`src/rtl/mult_hilo_seq.sv`:
```
// mult_hilo_seq
//
// Sequential multiply unit that produces the full 2*WIDTH-bit product
// for mult (signed) and multu (unsigned). The result goes into the
// architectural HI/LO registers. It uses an iterative shift-add datapath
// that handles one multiplier bit per cycle.
//
// Ports:
//   clk        system clock, all state updates on the rising edge
//   reset      synchronous, active-high reset
//   start      begin a multiply (sampled only in IDLE)
//   is_signed  1 = two's-complement operands, 0 = unsigned (latched with start)
//   a, b       multiplicand / multiplier (latched with start)
//   mthi/mtlo  write hi_wdata/lo_wdata into HI/LO (honoured only in IDLE)
//   hi_wdata   data for mthi
//   lo_wdata   data for mtlo
//   busy       high whenever the unit is not IDLE
//   done       one-cycle pulse in the cycle HI/LO take a new product
//   hi, lo     architectural HI/LO registers

module mult_hilo_seq #(
    parameter int WIDTH = 32
) (
    input  logic             clk,
    input  logic             reset,
    input  logic             start,
    input  logic             is_signed,
    input  logic [WIDTH-1:0] a,
    input  logic [WIDTH-1:0] b,
    input  logic             mthi,
    input  logic             mtlo,
    input  logic [WIDTH-1:0] hi_wdata,
    input  logic [WIDTH-1:0] lo_wdata,
    output logic             busy,
    output logic             done,
    output logic [WIDTH-1:0] hi,
    output logic [WIDTH-1:0] lo
);

    localparam int CW = (WIDTH > 1) ? $clog2(WIDTH) : 1;

    typedef enum logic [1:0] {
        IDLE,
        BUSY,
        FINISH
    } state_t;

    state_t             state;
    state_t             state_next;

    logic [WIDTH-1:0]   mcand;
    logic [WIDTH-1:0]   mplier;
    logic               neg;
    logic [CW-1:0]      count;
    logic [2*WIDTH-1:0] acc;

    logic [WIDTH-1:0]   a_mag;
    logic [WIDTH-1:0]   b_mag;
    logic [WIDTH:0]     sum;
    logic [2*WIDTH-1:0] product;

    // State register.
    always_ff @(posedge clk) begin
        if (reset) begin
            state <= IDLE;
        end else begin
            state <= state_next;
        end
    end

    // Next-state logic and status outputs. FINISH counts as busy so the
    // control unit keeps stalling until HI/LO actually hold the product.
    always_comb begin
        state_next = state;
        busy       = 1'b0;
        done       = 1'b0;
        case (state)
            IDLE: begin
                if (start) begin
                    state_next = BUSY;
                end
            end
            BUSY: begin
                busy = 1'b1;
                if (count == CW'(WIDTH - 1)) begin
                    state_next = FINISH;
                end
            end
            FINISH: begin
                busy       = 1'b1;
                done       = 1'b1;
                state_next = IDLE;
            end
            default: begin
                state_next = IDLE;
            end
        endcase
    end

    // The multiplication runs on magnitudes and the sign is applied at
    // the end. Negating the most negative value wraps back to itself.
    // Read as unsigned, that is the correct magnitude.
    // The adder keeps its carry-out bit. That bit is shifted into the top
    // of the accumulator, so unsigned operands at full range cannot
    // overflow.
    always_comb begin
        a_mag   = (is_signed && a[WIDTH-1]) ? -a : a;
        b_mag   = (is_signed && b[WIDTH-1]) ? -b : b;
        sum     = {1'b0, acc[2*WIDTH-1:WIDTH]} + {1'b0, (mplier[0] ? mcand : '0)};
        product = neg ? -acc : acc;
    end

    // Datapath and HI/LO registers. mthi/mtlo are accepted only in IDLE.
    // When they arrive together with start, the write lands now and the
    // product overwrites it later at FINISH.
    always_ff @(posedge clk) begin
        if (reset) begin
            mcand  <= '0;
            mplier <= '0;
            neg    <= 1'b0;
            count  <= '0;
            acc    <= '0;
            hi     <= '0;
            lo     <= '0;
        end else begin
            case (state)
                IDLE: begin
                    if (start) begin
                        mcand  <= a_mag;
                        mplier <= b_mag;
                        neg    <= is_signed & (a[WIDTH-1] ^ b[WIDTH-1]);
                        acc    <= '0;
                        count  <= '0;
                    end
                    if (mthi) begin
                        hi <= hi_wdata;
                    end
                    if (mtlo) begin
                        lo <= lo_wdata;
                    end
                end
                BUSY: begin
                    acc    <= {sum, acc[WIDTH-1:1]};
                    mplier <= mplier >> 1;
                    count  <= count + CW'(1);
                end
                FINISH: begin
                    hi <= product[2*WIDTH-1:WIDTH];
                    lo <= product[WIDTH-1:0];
                end
                default: begin
                end
            endcase
        end
    end

endmodule

```
`config.mk`:
```
export PLATFORM = sky130hd
export DESIGN_NAME = mult_hilo_seq
export DESIGN_NICKNAME = d
export VERILOG_FILES = /design/src/rtl/mult_hilo_seq.sv
export SDC_FILE = /design/constraint.sdc
export NUM_CORES = 1
export LEC_CHECK = 0
export CAP_MARGIN = 40
export CELL_PAD_IN_SITES_DETAIL_PLACEMENT = 0
export CELL_PAD_IN_SITES_GLOBAL_PLACEMENT = 1
export CORE_MARGIN = 2
export CORE_UTILIZATION = 43
export CTS_CLUSTER_SIZE = 14
export DETAILED_ROUTE_END_ITERATION = 6
export DONT_BUFFER_PORTS = 1
export GPL_ROUTABILITY_DRIVEN = 1
export GPL_TIMING_DRIVEN = 0
export PLACE_DENSITY_LB_ADDON = 0.1
export SYNTH_ARGS = -nofsm -noshare
export SYNTH_HDL_FRONTEND = slang
export SYNTH_SLANG_ARGS = --single-unit
```
`constraint.sdc`:
```
create_clock -name clk -period 2.84 [get_ports clk]
set_clock_uncertainty 0.05 [all_clocks]
set_input_delay 0.568 -clock clk [delete_from_list [all_inputs] [get_ports clk]]
set_output_delay 0.568 -clock clk [all_outputs]
set_load 0.01 [all_outputs]
```
Yosys cells after proc, flatten, opt, wreduce, memory -nomap -nowiden
Cells that the tools add are included.
{ "totals": {"output_inout_bits": 66, "input_bits": 134, "regBits": 200, "word_cells": 52} }
{ "op_classes": {"n_mux": 19, "bitwise_logic": 2, "eq_ne": 7, "n_reduce_logical": 11, "n_addsub": 5} }
{ "op_table": {"columns": ["op", "n"], "rows": [
  ["32-bit 2-to-1 mux", 6],
  ["32-bit case mux with 2 select lines", 3],
  ["64-bit 2-to-1 mux", 2],
  ["64-bit case mux with 2 select lines", 1],
  ["32-bit negation", 2],
  ["64-bit negation", 1],
  ["32-bit by 32-bit adder with 33-bit output", 1],
  ["5-bit case mux with 2 select lines", 1],
  ["2-bit AND reduction", 5],
  ["2-bit inequality test (second input constant)", 4],
  ["5-bit by 1-bit adder with 5-bit output (second input constant)", 1],
  ["5-bit == test (second input constant)", 1],
  ["5-bit 2-to-1 mux", 1],
  ["2-bit 2-to-1 mux", 2],
  ["2-bit case mux with 2 select lines", 1],
  ["2-bit nonzero test", 2],
  ["2-bit by 1-bit == test with 1-bit output (second input constant)", 1],
  ["2-bit == test (second input constant)", 1],
  ["1-bit logical AND", 2],
  ["2-bit zero test", 1],
  ["1-bit 2-to-1 mux", 2],
  ["2-bit OR reduction", 1],
  ["1-bit AND", 1],
  ["1-bit XOR", 1]
]} }

Longest topological paths before layout
Gate-level depths: netlist (run 1).
{ "depth": {"depth_word": 4, "depth_mapped": 13, "depth_no_buf": 12} }

Worst setup path after synthesis (run 1)
OpenSTA, ideal clock, no wires.
{ "synth_timing": {"path_kind": "register to register", "startpoint": "register mplier[0]", "endpoint": "register acc[57]", "path_buffers": 1, "arrival_ns": 2.824, "setup_ns": 0.128, "t_required_ns": 2.662, "synth_period_minus_slack_ns": 3.002, "path_stages_with_launch": 13, "setup_slack_ns": -0.162, "path_cell_list": "dfxtp_1 > clkbuf_1 > and2_1 > ha_1 > inv_1 > fa_1 > nor2b_1 > o2111ai_1 > a31oi_1 > nor2_1 > o41ai_1 > mux2i_1 > o21ai_0"} }
{ "synth_via": {"elab_chain_cells": 3} }
{ "synth_lines": {"columns": ["element", "line_no", "source"], "rows": [
  ["start, declared", "52", "logic [WIDTH-1:0] mplier;"],
  ["start signal, assigned", "130", "mplier <= b_mag;"],
  ["start signal, assigned", "144", "mplier <= mplier >> 1;"],
  ["32-bit 2-to-1 mux", "109", "sum = {1'b0, acc[2*WIDTH-1:WIDTH]} + {1'b0, (mplier[0] ? mcand : '0)};"],
  ["32-bit by 32-bit adder with 33-bit output", "109", null],
  ["64-bit case mux with 2 select lines", "126", "case (state)"],
  ["end signal, assigned", "143", "acc <= {sum, acc[WIDTH-1:1]};"],
  ["end, declared", "55", "logic [2*WIDTH-1:0] acc;"]
]} }
No other way between the ends.
A chain may end at the register's enable or synchronous reset.

Worst setup path after layout (run 1)
{ "layout_timing": {"startpoint": "register acc[37]", "endpoint": "register hi[10]"} }
{ "layout_via": {"elab_chain_cells": 3} }
{ "layout_lines": {"columns": ["element", "line_no", "source"], "rows": [
  ["64-bit negation", "110", "product = neg ? -acc : acc;"],
  ["64-bit 2-to-1 mux", "110", null],
  ["32-bit case mux with 2 select lines", "126", null],
  ["end signal, assigned", "136", "hi <= hi_wdata;"],
  ["end signal, assigned", "148", "hi <= product[2*WIDTH-1:WIDTH];"],
  ["end, declared", "36", "output logic [WIDTH-1:0] hi,"]
]} }
No other way between the ends.

==> results of run 1 <==
cells in the final DEF (no fill, tap or decap), drive strengths merged, types with 7 or more instances in the layout:
cell    count
a222oi     29
ha         40
or3        20
nand2b      9
nor4       13
a221oi     10
or4        15
and2       36
nand2     120
dfxtp     200
o31ai      21
a21oi     108
mux2i       8
clkbuf    105
o41ai      24
nand4      13
inv        36
nor2      208
nand3      20
a22oi      46
o211ai     12
xnor2      55
nor2b       7
a211oi     50
o21ai     104
nor3       25
a21o       14
xor2       83
buf        47
and3       21
a31oi       9
worst max path at each step:
| stage | to | slack (ns) | startpoint | depth (start not counted) |
|---|---|---|---|---|
| after floorplan | hi[26]$_SDFFE_PP0P_ | -0.04 | acc[34]$_SDFFE_PP0P_ | 10 |
| after global placement | acc[57]$_SDFFE_PP0P_ | -0.94 | mplier[0]$_SDFFE_PP0P_ | 12 |
| after detailed placement | acc[57]$_SDFFE_PP0P_ | -0.95 | mplier[0]$_SDFFE_PP0P_ | 12 |
| after CTS | hi[26]$_SDFFE_PP0P_ | -0.10 | acc[37]$_SDFFE_PP0P_ | 9 |
| after global routing | hi[22]$_SDFFE_PP0P_ | -0.21 | acc[18]$_SDFFE_PP0P_ | 9 |
| final | hi[10]$_SDFFE_PP0P_ | -0.12 | acc[37]$_SDFFE_PP0P_ | 11 |
cell type report:
type | count | area, sq um
Clock buffer | 18 | 429
Timing Repair Buffer | 37 | 303
Buffer | 97 | 409
Antenna cell | 1 | 2.50
Inverter | 29 | 109
Multi-Input combinational cell | 1193 | 8190
Fill cell | 2799 | 13600
Sequential cell | 200 | 4030
Clock inverter | 14 | 138
Tap cell | 378 | 473
what timing repair did:
action	CTS	global route
gates cloned	1	1
gates resized for setup	62	105
pin swaps	27	33
buffers inserted	20	15
setup endpoints to repair	75	132
kinds of logic (layout without fill, tap and decap cells):
family | after synthesis | count (layout)
AOI/OAI and AO/OA | 477 | 477
xor gates and xnor gates | 138 | 138
adders and majority gates | 41 | 41
buffers and inverters | 134 | 195
DFF | 200 | 200
muxes | 8 | 8
other | 0 | 1
and+or+nand+nor | 529 | 529
per-layer routing:
| metal | up-vias | global-route usage |
|---|---|---|
| met5 | - | 0 |
| met4 | 0 | 0.0693 |
| met3 | 53 | 0.0502 |
| met2 | 449 | 0.415 |
| met1 | 5586 | 0.375 |
| li1 | 5704 | - |
worst reg2reg max path, cell delays in order, from the launching register on:
cell and delay [ns]:
sky130_fd_sc_hd__dfxtp_4 0.35, sky130_fd_sc_hd__or4_4 0.54, sky130_fd_sc_hd__or4_4 0.49, sky130_fd_sc_hd__or2_4 0.24, sky130_fd_sc_hd__or3_4 0.35, sky130_fd_sc_hd__buf_4 0.16
sky130_fd_sc_hd__buf_6 0.13, sky130_fd_sc_hd__buf_4 0.14, sky130_fd_sc_hd__nand3_1 0.08, sky130_fd_sc_hd__o21ai_0 0.13, sky130_fd_sc_hd__nand2_1 0.12, sky130_fd_sc_hd__a32o_1 0.17
state kept, by name, summed over array words and instances (netlist names):
| signal | cells |
|---|---|
| neg | 1 |
| mplier | 32 |
| mcand | 32 |
| lo | 32 |
| count | 5 |
| acc | 64 |
| state | 2 |
| hi | 32 |
through the flow:
| stage | cells | TNS [ns] | hold slack, ns |
|---|---|---|---|
| after floorplan | 1527 | -0.0658 | 0.377 |
| after global placement | 1905 | -25.79 | 0.388 |
| after detailed placement | 1905 | -28.44 | 0.398 |
| after CTS | 1957 | -0.450 | 0.221 |
| after global routing | 1967 | -2.01 | 0.232 |
| final | 1967 | -0.746 | 0.227 |
report_power, final:
part | switching [uW] | internal (uW)
clock | 1250 | 1170
sequential | 141 | 2960
combinational | 647 | 399
total | 2030 | 4520
==> impl.org, run 1 <==
** Finish
- Net count of the finished layout :: about 1.8k
- In the final layout, the share of cells above drive strength 1 is 0.118.
- Final core utilization :: 0.508
- Total non-filler cell area in the finished layout :: 0.0141 sq mm
- Area Growth Syn to Fin :: 16.5%

** Critical path
- Destination of the worst register-to-register timing path :: hi[10]$_SDFFE_PP0P_
- Classification of the worst setup path :: reg2reg
- Highest-delay cell along the critical path :: sky130_fd_sc_hd__or4_4
- In this run the critical register-to-register path is launched from acc[37]$_SDFFE_PP0P_.
- Worst reg2reg setup slack :: -0.12 ns
- Data on the critical path arrives at its endpoint at roughly 3.3 ns.
- Worst-path maximum fanout :: 4
- The worst setup path is launched from a register.
- Family of cells with the greatest summed delay on the critical path :: simple AND/OR/NAND/NOR gates
- Cell chain of the critical path :: or4_4 -> or4_4 -> or2_4 -> or3_4 -> buf_4 -> buf_6 -> buf_4 -> nand3_1 -> o21ai_0 -> nand2_1 -> a32o_1
- STA puts the critical path data required time at around 3.2 ns.
- For the worst flop-to-flop path, the logic depth is 11.
- Counting both buffers and inverters, the worst setup path holds a total of 3.
- On the worst path, the slowest cell contributes a delay of 0.54 ns.
- Kind of end point of the critical path :: register

** GRT
- The number of antenna violations at the first check in global routing is 1.
- Largest net degree at the start of global routing :: 20
- After global routing the overflow that remains totals 0.
- The via count of the first global-routing pass came to between 10k and 15k.
- Across every metal layer, demand over resource in global routing totals 0.266.
- Wire length of the first global-routing pass :: 61200 microns

** Logic synthesis
- The most used flip-flop cell after synthesis is sky130_fd_sc_hd__dfxtp_1.
- After synthesis the netlist holds a flip-flop and latch count of 200.
- After synthesis, the netlist uses between 60 and 70 different library cells.
- Synthesized instance count :: 1527
- Of the total synthesized cell area, the portion taken by AND, OR, NAND and NOR gates is 0.207.
- Post-synth EDFFs :: 0
- The fraction of the mapped netlist area in compound gates was 0.269.
- Of the post-synthesis cell area, the dominant cell type holds 0.331.
- Post-synth top cells :: sky130_fd_sc_hd__nor2_1, sky130_fd_sc_hd__dfxtp_1, sky130_fd_sc_hd__nand2_1
- Share of synthesized area spent on multiplexers :: 0.00663
- Of the total synthesized cell area, the portion taken by full adders, half adders and majority gates is 0.0431.
- Yosys instantiated no cell more often than sky130_fd_sc_hd__nor2_1.
- Mapped Nets :: between 1.5k and 2k
- In the post-synthesis netlist, the biggest area contributors are sky130_fd_sc_hd__dfxtp_1, sky130_fd_sc_hd__nor2_1, sky130_fd_sc_hd__xor2_1.
- Synthesized area divided by synthesized cell count :: slightly below 8 sq um
- Proportion of synthesized chip area in sequential cells :: 0.331
- Synth warnings :: 0
- Of the total synthesized cell area, the portion taken by XOR and XNOR cells is 0.100.
- By area, the combinational part of the netlist is dominated by compound AO/OA/AOI/OAI gates.
- The mapped netlist covers ~0.012 sq mm.
- Library cell with the largest summed area after synthesis :: sky130_fd_sc_hd__dfxtp_1
- For this run, asynchronously set or reset flops after synthesis account for 0.

** Place
- Instance area after placement :: 0.0126 sq mm
- Weighted congestion at the end of routability-driven global placement :: 0.871
- Count of buffers from port buffering :: 0
- Prior to clock tree synthesis, the placed netlist has a worst setup slack of -0.949 ns.
- After legalization and detailed placement, the total HPWL measured 30600 microns.

** Die
- Horizontal die dimension :: approximately 170 microns
- Row count :: 61
- Die height :: approximately 170 microns
- During I/O placement, the number of pins put on the boundary was 200.
- Core area :: 0.0277 sq mm
- Initial core utilization :: 0.436
- Overall die area :: approximately 0.029 sq mm

** Power and ir drop
- Overall power consumption :: approximately 6600 uW
- For this design the ratio of total power to cell area is 466 mW/mm^2.
- Worst ir drop on vdd :: 0.000432 V
- Summed over all cells, the static leakage comes to 0.00537 uW.

** Clock network
- Counting the buffers created by CTS gives 17.
- CTS saw 200 sinks.
- Clock slew at reported path FFs :: ~0.080 ns
- Root buffer selected by CTS :: sky130_fd_sc_hd__clkbuf_16
- The H-tree was split into 4 levels.
- The clock passes through at most 2 buffers.
- Worst skew pair latency :: 0.45 ns
- TritonCTS built the clock tree.
- Hold buffer count at cts :: 0

** Hold path
- The startpoint identified for the worst hold timing path is b[31].
- The worst hold path belongs to the class in2reg.
- Counting instances, the worst hold path has a depth of 1.
- WHS Endpoint :: mplier[31]$_SDFFE_PP0P_

** Timing
- Timing would allow up to 338 MHz.
- Setup violations remaining at the end of the flow were counted as 10.
- Period utilization :: 1.04
- Setup slack on the critical path of the routed design comes to -0.123 ns.
- At the pin with the least slew margin, the transition time is about 0.86 ns.
- Number of slew-limit violations in the final report :: 0
- The hold violation count in the final report was 0.
- Setup repair after global routing could not meet its margin everywhere.
- Tightest slew margin relative to the limit :: 0.423
- Counting I/O delays and the setup requirement, the final critical path takes between 2 and 3 ns.

** Routing
- Pre-antenna DRT Iters :: 7
- Via Count :: between 10k and 15k
- Routed length on met3 :: about 3300 microns
- Met2 routed wirelength :: 17500 microns
- After detailed routing, the number of vias per cell comes to between 5 and 6.
- After detailed routing, the number of remaining DRC violations is 0.
- Aggregate routed wire length :: between 40000 and 50000 microns
- Average wire per cell in the routed design :: around 20 microns
- Highest metal layer used by the detailed router :: met4
- Number of DRC violations after detailed-routing iteration 0 :: 914
- Routed met1 length :: about 19000 microns
- Once detail routing completed, the nets flagged for antenna violations numbered 0.

** Outcome
- The run finished, with violations left.
- Failing checks :: negative setup slack

** Flow run
- Max-cap violations in this run came to 0.
Power figures use the tool's default switching activity.
==> inputs of run 2 (changes only) <==
--- a/config.mk
+++ b/config.mk
@@ -9,10 +9,9 @@
 export CELL_PAD_IN_SITES_DETAIL_PLACEMENT = 0
 export CELL_PAD_IN_SITES_GLOBAL_PLACEMENT = 1
 export CORE_MARGIN = 2
-export CORE_UTILIZATION = 43
+export CORE_UTILIZATION = 36
 export CTS_CLUSTER_SIZE = 14
 export DETAILED_ROUTE_END_ITERATION = 6
-export DONT_BUFFER_PORTS = 1
 export GPL_ROUTABILITY_DRIVEN = 1
 export GPL_TIMING_DRIVEN = 0
 export PLACE_DENSITY_LB_ADDON = 0.1
==> impl.org, run 2 (synthesized netlist as in run 1, its figures left out) <==
** Critical path
- CP arrival :: 3.30 ns (was 3.31 ns)
- Kind of end point of the critical path :: register (unchanged)
- Highest-delay cell along the critical path :: sky130_fd_sc_hd__or4_4 (unchanged)
- Cell chain of the critical path :: or4_4 -> or4_4 -> or2_4 -> or3_4 -> buf_8 -> o41ai_4 -> xor2_1 -> a21oi_1 -> a21o_1 (was or4_4 -> or4_4 -> or2_4 -> or3_4 -> buf_4 -> buf_6 -> buf_4 -> nand3_1 -> o21ai_0 -> nand2_1 -> a32o_1)
- The delay of the slowest critical-path stage was 0.53 ns (was 0.54 ns).
- By instance count, the cell type seen most on the critical path is sky130_fd_sc_hd__or4_4.
- Worst-path maximum fanout :: 5 (was 4)
- Setup crit start kind :: register (unchanged)
- Count of buffer and inverter cells on the critical path :: 1 (was 3)
- Classification of the worst setup path :: reg2reg (unchanged)
- Family of cells with the greatest summed delay on the critical path :: simple AND/OR/NAND/NOR gates (unchanged)
- The data required time at the worst endpoint was 3.14 ns (was 3.18 ns).

** Power and ir drop
- The power density over the cells came to 433 mW/mm^2 (was 466 mW/mm^2).
- The leakage power of the design is 0.00630 uW (was 0.00537 uW).
- The worst voltage drop across the vdd grid is 0.000422 V (was 0.000432 V).
- Overall power consumption :: 7160 uW (was 6560 uW)

** Timing
- RSZ-0062 raised after global routing :: true (unchanged)
- The final worst setup slack was -0.168 ns (was -0.123 ns).
- The final period demand of the worst path came to 3.01 ns (was 2.96 ns).
- The post-route fraction of the period consumed by the critical path was 1.06 (was 1.04).
- The worst slew margin relative to its limit was 0.337 (was 0.423).
- The setup violation total in the final timing report came to 14 (was 10).
- Peak Freq :: 332 MHz (was 338 MHz)
- The hold violation count in the final report is 0 (unchanged).
- Slew at the pin closest to its max-slew limit :: 0.994 ns (was 0.865 ns)
- Number of slew-limit violations in the final report :: 0 (unchanged)

** Die
- The number of I/O pins was 200 (unchanged).
- The site row count came to 67 (was 61).
- The die height is 187 microns (was 172 microns).
- The horizontal die dimension was 187 microns (was 172 microns).
- Initial core utilization :: 0.363 (was 0.436)
- The die footprint came to 0.0350 sq mm (was 0.0295 sq mm).
- The core region area is 0.0333 sq mm (was 0.0277 sq mm).

** Routing
- Number of nets still failing antenna checks after routing :: 0 (unchanged)
- The total iterations of the first detailed-routing run was 7 (unchanged).
- The DRC violations left was 0 (unchanged).
- The detailed-route vias per instance came to 5.56 (was 5.99).
- Aggregate routed wire length :: 42900 microns (was 40400 microns)
- The routed via count came to 12.5k (was 11.8k).
- Number of DRC violations after detailed-routing iteration 0 :: 863 (was 914)
- Average wire per cell in the routed design :: 19.1 microns (was 20.5 microns)

** GRT
- All-Layer GR Usage :: 0.238 (was 0.266)
- The first-pass GRT wire length was 66300 microns (was 61200 microns).
- The number of antenna violations at the first check in global routing is 0 (was 1).
- The via count of the first global-routing pass is 11.8k (was 10.9k).
- The global route total overflow is 0 (unchanged).
- The largest net degree at the start of global routing came to 23 (was 20).

** Place
- Count of buffers from port buffering :: 199 (was 0)
- The post-DP HPWL was 32600 microns (was 30600 microns).
- Weighted congestion at the end of routability-driven global placement :: 0.890 (was 0.871)
- Worst slack at placement :: -0.911 ns (was -0.949 ns)

** Clock network
- The number of buffers on the longest clock path came to 2 (unchanged).
- The number of buffers inserted by hold repair at cts is 0 (unchanged).
- TritonCTS Buffers :: 17 (unchanged)
- Root buffer selected by CTS :: sky130_fd_sc_hd__clkbuf_16 (unchanged)
- Sink Count :: 200 (unchanged)
- TritonCTS clock tree :: done (unchanged)
- Clock slew at reported path FFs :: 0.08 ns (about the same)
- Number of H-tree levels :: 4 (unchanged)
- Worst skew pair latency :: 0.46 ns (was 0.45 ns)

** Hold path
- The class of the worst hold path is reg2reg (was in2reg).

** Outcome
- Outcome: finished with violations (unchanged).
- Failing checks :: negative setup slack (unchanged)

** Finish
- Commonest cells after routing, fill and taps aside :: sky130_fd_sc_hd__nor2_1, sky130_fd_sc_hd__clkdlybuf4s50_1, sky130_fd_sc_hd__dfxtp_1, sky130_fd_sc_hd__nand2_1, sky130_fd_sc_hd__a21oi_1 (was sky130_fd_sc_hd__nor2_1, sky130_fd_sc_hd__dfxtp_1, sky130_fd_sc_hd__nand2_1, sky130_fd_sc_hd__a21oi_1, sky130_fd_sc_hd__o21ai_0)
- The layout net count is 1961 (was 1750).
- Most frequent standard cell in the layout excluding fill and tap cells :: sky130_fd_sc_hd__nor2_1 (unchanged)
- Biggest register :: acc (unchanged)
- The number of flip-flops in the largest register was 64 (unchanged).
- Layout cells sized above 1 :: 0.122 (was 0.118)
- The post-synthesis to final-layout area growth is 36.9% (was 16.5%).
- Number of antenna cells inserted :: 0 (was 1)

** Flow run
- Max-cap violations :: 0 (unchanged)
run 2: cell types whose count changed in the layout (fill, tap and decap cells not counted), moves of 4 or more:
cell,before,now
sky130_fd_sc_hd__buf_4,34,42
sky130_fd_sc_hd__or4_1,8,4
sky130_fd_sc_hd__buf_6,3,8
sky130_fd_sc_hd__or4_4,7,11
sky130_fd_sc_hd__clkinv_8,2,6
sky130_fd_sc_hd__ha_1,37,33
sky130_fd_sc_hd__o41ai_4,6,11
sky130_fd_sc_hd__clkdlybuf4s50_1,0,193
run 2: power by group:
| group | switching (uW) | total (uW) | internal (uW) |
|---|---|---|---|
| combinational | 796 | 1460 | 661 |
| clock | 1340 | 2650 | 1300 |
| sequential | 98.0 | 3050 | 2960 |
run 2: final cells by class:
class | instances | area (sq um)
Inverter | 29 | 109
Clock inverter | 15 | 220
Multi-Input combinational cell | 1193 | 8400
Buffer | 97 | 408
Fill cell | 3293 | 16700
Clock buffer | 17 | 425
Tap cell | 448 | 561
Sequential cell | 200 | 4030
Timing Repair Buffer | 248 | 2390
run 2: metrics by stage:
step                      hold WS, ns  instance area, sq um   util  setup TNS [ns]  std cells
after floorplan                 0.377                 12100      -         -0.0658       1527
after global placement          0.385                 14700  0.441          -60.94       2174
after detailed placement        0.393                 14700  0.441          -62.88       2174
after CTS                       0.404                 15900  0.478          -0.643       2231
after global routing            0.425                 16500  0.497           -3.02       2247
final                           0.402                 16500  0.497           -1.01       2247
run 2: routing by layer:
layer,wire [microns],up-vias,part of all wire,track usage
li1,-,6131,-,-
met1,21000,5902,0.49,0.345
met2,18900,413,0.44,0.373
met3,2500,39,0.058,0.0351
met4,503,0,0.012,0.0482
met5,0,-,0,0
run 2: what timing repair did:
| action | 4_1_cts | 5_1_grt |
|---|---|---|
| cloned | 1 | 0 |
| endpoints found under the hold margin | 0 | 0 |
| pin swaps | 38 | 55 |
| resized for setup | 94 | 126 |
| endpoints found under the setup margin | 101 | 131 |
| buffers inserted | 27 | 22 |
run 2: final timing paths:
check,start,endpoint,slack (ns),cells after the start
worst max-delay path,acc[34]$_SDFFE_PP0P_,hi[26]$_SDFFE_PP0P_,-0.17,9
worst min-delay path,mcand[30]$_SDFFE_PP0P_,mcand[30]$_SDFFE_PP0P_,0.40,2
worst max register to register,acc[34]$_SDFFE_PP0P_,hi[26]$_SDFFE_PP0P_,-0.17,9
worst min register to register,mcand[30]$_SDFFE_PP0P_,mcand[30]$_SDFFE_PP0P_,0.40,2
run 2: tightest hold or removal path, delay by kind of cell, from the launching register on:
family / cells / cell delay (ns)
AO/OA/AOI/OAI: 1 / 0.05
flip-flops: 1 / 0.31
AND/OR/NAND/NOR: 1 / 0.05
